### src/rtl/serial_subtractor.sv
// Bit-serial LSB-first subtractor: one full-subtractor cell plus a borrow
// flip-flop compute diff = a - b over WIDTH clocks, with a start/done handshake.
//
// state | meaning
// IDLE  | waiting for start; diff/borrow_out hold the last result
// SHIFT | one operand bit pair consumed per clock, busy high
// DONE  | one-cycle done pulse; a new start is accepted here as in IDLE
module serial_subtractor #(
  parameter int WIDTH = 8
) (
  input  logic             clk,
  input  logic             rst,
  input  logic             start,
  input  logic [WIDTH-1:0] a,
  input  logic [WIDTH-1:0] b,
  output logic             busy,
  output logic             done,
  output logic [WIDTH-1:0] diff,
  output logic             borrow_out
);

  typedef enum logic [1:0] {IDLE, SHIFT, DONE} state_t;

  localparam int            CW   = $clog2(WIDTH) + 1;
  localparam logic [CW-1:0] LAST = CW'(WIDTH - 1);

  state_t           state_q, state_d;
  logic [WIDTH-1:0] a_sr_q, a_sr_d;
  logic [WIDTH-1:0] b_sr_q, b_sr_d;
  logic [WIDTH-1:0] res_q, res_d;
  logic [WIDTH-1:0] diff_q, diff_d;
  logic [CW-1:0]    cnt_q, cnt_d;
  logic             br_q, br_d;
  logic             bo_q, bo_d;

  logic             x, y, d_bit, br_nxt;
  logic [WIDTH:0]   res_cat;
  logic [WIDTH-1:0] res_shift;

  // Full-subtractor cell on the current LSBs; the new difference bit enters
  // the result register at the MSB so that after WIDTH shifts it is aligned.
  always_comb begin
    x         = a_sr_q[0];
    y         = b_sr_q[0];
    d_bit     = x ^ y ^ br_q;
    br_nxt    = (~x & y) | (~(x ^ y) & br_q);
    res_cat   = {d_bit, res_q} >> 1;
    res_shift = res_cat[WIDTH-1:0];
  end

  // Next-state and datapath update; start is honoured whenever not shifting.
  always_comb begin
    state_d = state_q;
    a_sr_d  = a_sr_q;
    b_sr_d  = b_sr_q;
    res_d   = res_q;
    diff_d  = diff_q;
    cnt_d   = cnt_q;
    br_d    = br_q;
    bo_d    = bo_q;
    case (state_q)
      SHIFT: begin
        a_sr_d = a_sr_q >> 1;
        b_sr_d = b_sr_q >> 1;
        res_d  = res_shift;
        br_d   = br_nxt;
        cnt_d  = cnt_q + CW'(1);
        if (cnt_q == LAST) begin
          state_d = DONE;
          diff_d  = res_shift;
          bo_d    = br_nxt;
        end
      end
      default: begin
        state_d = IDLE;
        if (start) begin
          state_d = SHIFT;
          a_sr_d  = a;
          b_sr_d  = b;
          br_d    = 1'b0;
          cnt_d   = '0;
        end
      end
    endcase
  end

  // State and datapath registers; reset aborts any operation in flight.
  always_ff @(posedge clk or posedge rst) begin
    if (rst) begin
      state_q <= IDLE;
      a_sr_q  <= '0;
      b_sr_q  <= '0;
      res_q   <= '0;
      diff_q  <= '0;
      cnt_q   <= '0;
      br_q    <= 1'b0;
      bo_q    <= 1'b0;
    end else begin
      state_q <= state_d;
      a_sr_q  <= a_sr_d;
      b_sr_q  <= b_sr_d;
      res_q   <= res_d;
      diff_q  <= diff_d;
      cnt_q   <= cnt_d;
      br_q    <= br_d;
      bo_q    <= bo_d;
    end
  end

  // Handshake outputs decode directly from the state register.
  always_comb begin
    busy       = (state_q == SHIFT);
    done       = (state_q == DONE);
    diff       = diff_q;
    borrow_out = bo_q;
  end

endmodule

### config.mk
export PLATFORM = sky130hd
export DESIGN_NAME = serial_subtractor
export DESIGN_NICKNAME = d
export VERILOG_FILES = /design/src/rtl/serial_subtractor.sv
export SDC_FILE = /design/constraint.sdc
export NUM_CORES = 1
export LEC_CHECK = 0
export BUFFER_PORTS_ARGS = -buffer_cell sky130_fd_sc_hd__buf_2
export CORE_UTILIZATION = 50
export DETAILED_ROUTE_END_ITERATION = 12
export PLACE_DENSITY = 0.8
export SYNTH_ARGS = -nofsm -noshare
export SYNTH_HDL_FRONTEND = slang
export SYNTH_SLANG_ARGS = --single-unit
export TNS_END_PERCENT = 5
### constraint.sdc
create_clock -name clk -period 2 [get_ports clk]
set_clock_uncertainty 0.05 [all_clocks]
set_input_delay 0.4 -clock clk [delete_from_list [all_inputs] [get_ports clk]]
set_output_delay 0.4 -clock clk [all_outputs]
set_load 0.02 [all_outputs]
Yosys cells after proc, flatten, opt, wreduce, memory -nomap -nowiden
Index checks and enable logic that the tools add are counted.
{"block": "totals", "output_inout_bits": 11, "mem_bits_ro": 0, "ram_bits": 0, "latchBits": 0, "n_memories": 0, "elab_cells": 33, "ff_bits": 40}
{"block": "op_classes", "n_bitwise": 7, "reduce_logical": 2, "add_sub_neg": 1, "n_mul": 0, "eq_ne": 4, "mux": 11, "shifts": 0, "magnitude_cmp": 0, "n_div": 0}
{"operator": "8-bit two-way mux", "count": 4}
{"operator": "4-bit two-way mux", "count": 2}
{"operator": "4-bit by 1-bit adder with 4-bit output (second input constant)", "count": 1}
{"operator": "4-bit by 3-bit equality test with 1-bit output (second input constant)", "count": 1}
{"operator": "2-bit two-way mux", "count": 2}
{"operator": "1-bit two-way mux", "count": 3}
{"operator": "1-bit AND", "count": 2}
{"operator": "2-bit by 1-bit equality test with 1-bit output (second input constant)", "count": 1}
{"operator": "2-bit equality test (second input constant)", "count": 1}
{"operator": "2-bit by 1-bit inequality test with 1-bit output (second input constant)", "count": 1}
{"operator": "1-bit inverter", "count": 2}
{"operator": "2-bit AND reduction", "count": 1}
{"operator": "2-bit nonzero test", "count": 1}
{"operator": "1-bit bitwise XOR", "count": 2}
{"operator": "1-bit OR", "count": 1}

Longest topological paths before layout
{"block": "depth", "ltp_word": 5, "depth_mapped": 5, "ltp_nobuf": 4}

Least setup slack after synthesis
OpenSTA, ideal clock, no wires.
{"block": "synth_path", "path_type": "register to register", "startpoint": "register cnt_q[0]", "endpoint": "register diff_q[0] (netlist: diff[0])", "synth_period_minus_slack_ns": 1.403, "path_stages_with_launch": 5, "arrival_ns": 1.228, "required_time_ns": 1.825, "setup_ns": 0.125, "path_buffers": 1, "slack_ns": 0.597, "path_cell_list": "dfrtp_1 -> ha_1 -> and4b_4 -> buf_12 -> mux2_4"}
{"block": "synth_via", "elab_chain_len": 2}
{"item": "from (decl)", "line_no": "32", "rtl": "logic [CW-1:0] cnt_q, cnt_d;"}
{"item": "from (signal assigned)", "line_no": "104", "rtl": "cnt_q <= cnt_d;"}
{"item": "4-bit by 3-bit equality test with 1-bit output", "line_no": "68", "rtl": "if (cnt_q == LAST) begin"}
{"item": "2-bit AND reduction (no line)"}
{"item": "to (signal assigned)", "line_no": "103", "rtl": "diff_q <= diff_d;"}
{"item": "to (decl)", "line_no": "31", "rtl": "logic [WIDTH-1:0] diff_q, diff_d;"}
Every way passes these cells.
A chain may end at the register's enable or synchronous reset.

Final worst setup path
{"block": "layout_path", "startpoint": "register state_q[1]", "endpoint": "output busy"}
{"block": "layout_via", "elab_chain_len": 1}
{"item": "from (decl)", "line_no": "27", "rtl": "state_t state_q, state_d;"}
{"item": "from (signal assigned)", "line_no": "99", "rtl": "state_q <= state_d;"}
{"item": "2-bit by 1-bit equality test with 1-bit output", "line_no": "112", "rtl": "busy = (state_q == SHIFT);"}
{"item": "to (decl)", "line_no": "16", "rtl": "output logic busy,"}
Every way passes these cells.

==> key figures <==
Layout
  – Fill cells: 284
  – Area growth syn-to-layout: 13.18%
  – Share of layout cells above drive strength 1: 36.75%
  – Most common cell after layout, fill and taps aside: dfrtp_1
  – # diodes: 0
  – Most frequent cells in the layout: dfrtp_1 (39), buf_2 (29), mux2i_1 (18)
  – Layout Nets: 186

Power and ir drop
  – PD cells: 1520 nW/um^2
  – Worst vdd ir: 604.9 uV
  – Leakage: 0.0009663 uW

Clock network
  – CTS H-Tree Depth: 2
  – Clk root buf: clkbuf_4
  – # Post-CTS Setup Buffers: 0
  – Clock slew at reported path FFs: 0.12 ns
  – CTS tree: done
  – Cts hold-fix bufs: 0
  – Clk_lat worst skew: 0.34 ns
  – Num CTS Buffers: 5
  – Number of gates resized after CTS: 0
  – CTS Sinks: 39
  – Clock buffer depth: 2

Global routing
  – First-pass GRT wire length: 4802 um
  – Largest net degree at the start of global routing: 40
  – GRT Util Overall: 18.36%
  – Number of global-route vias before repair: 1053
  – GR Overflow Total: 0
  – Initial antenna violation count: 0

Setup path
  – Crit path buffers/inverters: 2
  – Largest stage delay on the critical path: 0.43 ns
  – Delay-heaviest family, CP: buffers and inverters
  – Crit path arrival time: 1.42 ns
  – Slowest stage cell on the critical path: dfrtp_1
  – CP Class: reg -> out
  – Crit path max fanout: 30
  – WP data required: 1.55 ns
  – CP cell instances: nor2b_4 -> buf_4 -> buf_2
  – CP Capture Type: output port
  – Startpoint types: register

Timing
  – Slew @ Worst Pin: 0.4815 ns
  – Fin worst setup slack: 0.1322 ns
  – Fmax: 535.4 MHz
  – Final hold violations: 0
  – Setup total negative slack: 0 ns
  – Final setup violation count: 0
  – Final period utilization: 93.39%
  – Max-slew violation count: 0
  – RSZ-0062 raised after global routing: false
  – Slew headroom: 67.90%
  – Tmin final: 1.868 ns

Detailed routing
  – Initial DRC count: 27
  – Vias: 1037
  – Number of remaining DRC errors: 0
  – Via-per-instance ratio: 4.938
  – Post-route ant nets: 0
  – Final wirelength: 2755 um
  – 1st-pass router iterations: 4
  – Wire per inst: 13.12 um

Die
  – Num rows: 20
  – Core area: 3153 sq um
  – Die area: 3674 sq um
  – # IOs: 30
  – Die W: 60.62 um
  – Starting Density: 54.48%
  – Die height: 60.62 um

Logic synthesis
  – Synth cell types: 23
  – Post-Syn Area per Cell: 13.01 sq um
  – Mapped cell area: 1718 sq um
  – #FFs+latches synth: 39
  – Seq/Total Area, Yosys: 56.81%
  – Post-synthesis net count: 153
  – Synth warnings: 0
  – Synth Instances: 132

Hold path
  – Hold Path Class: in -> async

Flow run
  – Max_cap viols: 0

Run status
  – Outcome: complete, no violations

Placement
  – Place WS: 0.5050 ns
  – I/O Buffers: 29
  – Gpl congestion: 0.6788
  – HPWL Detailed: 1994 um
==> synth_stat cells <==
| library cell | count | area share [%] |
|---|---|---|
| a22o_1 | 1 | 0.51 |
| and2b_1 | 1 | 0.44 |
| and4b_4 | 1 | 0.80 |
| buf_12 | 1 | 1.2 |
| buf_2 | 4 | 1.2 |
| buf_6 | 1 | 0.66 |
| clkbuf_1 | 1 | 0.22 |
| clkbuf_8 | 1 | 0.80 |
| dfrtp_1 | 39 | 57 |
| fa_1 | 1 | 1.2 |
| ha_1 | 1 | 0.73 |
| inv_1 | 4 | 0.87 |
| mux2_2 | 10 | 6.6 |
| mux2_4 | 7 | 6.1 |
| mux2i_1 | 18 | 10 |
| nand2_1 | 16 | 3.5 |
| nand2b_1 | 2 | 0.73 |
| nand3_1 | 1 | 0.29 |
| nor2_1 | 4 | 0.87 |
| nor2b_4 | 1 | 0.80 |
| o21ai_0 | 15 | 4.4 |
| o31ai_1 | 1 | 0.44 |
| xnor2_1 | 1 | 0.51 |
==> worst reg2reg max path, cell delays in order, from the launching register on <==
cell,delay [ns]
dfrtp_1,0.39
ha_1,0.20
and4b_4,0.40
mux2_2,0.36
==> flip-flops by register name, summed over array words and instances (netlist names) <==
| name | cells |
|---|---|
| br_q | 1 |
| res_q | 7 |
| borrow_out | 1 |
| state_q | 2 |
| a_sr_q | 8 |
| cnt_q | 4 |
| b_sr_q | 8 |
| diff | 8 |
==> cell families (layout without fill, tap and decap cells) <==
family,after synthesis,in the layout,share of synthesized area (%)
simple gates,26,26,7.428
mux,35,35,23.16
fa+ha+maj,2,2,1.894
buf+inv,12,46,4.879
compound gates,17,17,5.317
flops,39,39,56.81
xor+xnor,1,1,0.5099
==> area by class of cell <==
cell class	instances	area (sq um)	share of cell area [%]
sequential	39	975.9	50.19
multi-input combinational	81	658.1	33.85
timing repair buffer	34	182.7	9.395
tap	44	55.05	2.831
clock buffer	5	37.54	1.931
clock inverter	3	20.02	1.030
inverter	4	15.01	0.7722
==> worst paths after layout <==
path                                        startpoint               endpoint  slack [ns]  depth (start not counted)
worst max-delay path            state_q[1]$_DFFE_PP0P_                   busy        0.13                          3
worst min-delay path                               rst  a_sr_q[2]$_DFFE_PP0P_         0.1                          3
worst max register to register    cnt_q[0]$_DFFE_PP0P_    diff[7]$_DFFE_PP0P_        0.50                          3
worst min register to register   b_sr_q[2]$_DFFE_PP0P_  b_sr_q[1]$_DFFE_PP0P_        0.44                          2
max in group asynchronous                          rst  a_sr_q[6]$_DFFE_PP0P_        1.46                          3
min in group clk                                  b[7]  b_sr_q[7]$_DFFE_PP0P_        0.24                          3
==> per-stage QoR <==
step | util, % | std cells | cell area [sq um] | hold WS, ns | total power [uW]
floorplan | - | 132 | 1718 | 0.3992 | 2329
global placement | 59.84 | 202 | 1887 | 0.4152 | 2513
detailed placement | 59.84 | 202 | 1887 | 0.4241 | 2609
CTS | 61.67 | 210 | 1944 | 0.09876 | 3003
global route | 61.67 | 210 | 1944 | 0.1496 | 3179
finish | 61.67 | 210 | 1944 | 0.09841 | 2956
==> report_power, final <==
part           leakage, uW  switching, uW  internal (uW)
clock            0.0000272            261            134
combinational     0.000449            606            596
sequential        0.000490            211           1150
total             0.000966           1080           1880
==> metal layers <==
| metal | vias to the layer above | track usage (%) | share of wire, % |
|---|---|---|---|
| met4 | 0 | 8.766 | 1.3 |
| met1 | 488 | 23.35 | 45 |
| met2 | 27 | 29.83 | 49 |
| met5 | - | 0 | 0 |
| li1 | 517 | - | - |
| met3 | 5 | 4.264 | 5.0 |
Note: power is estimated with default switching activity, not from simulation.
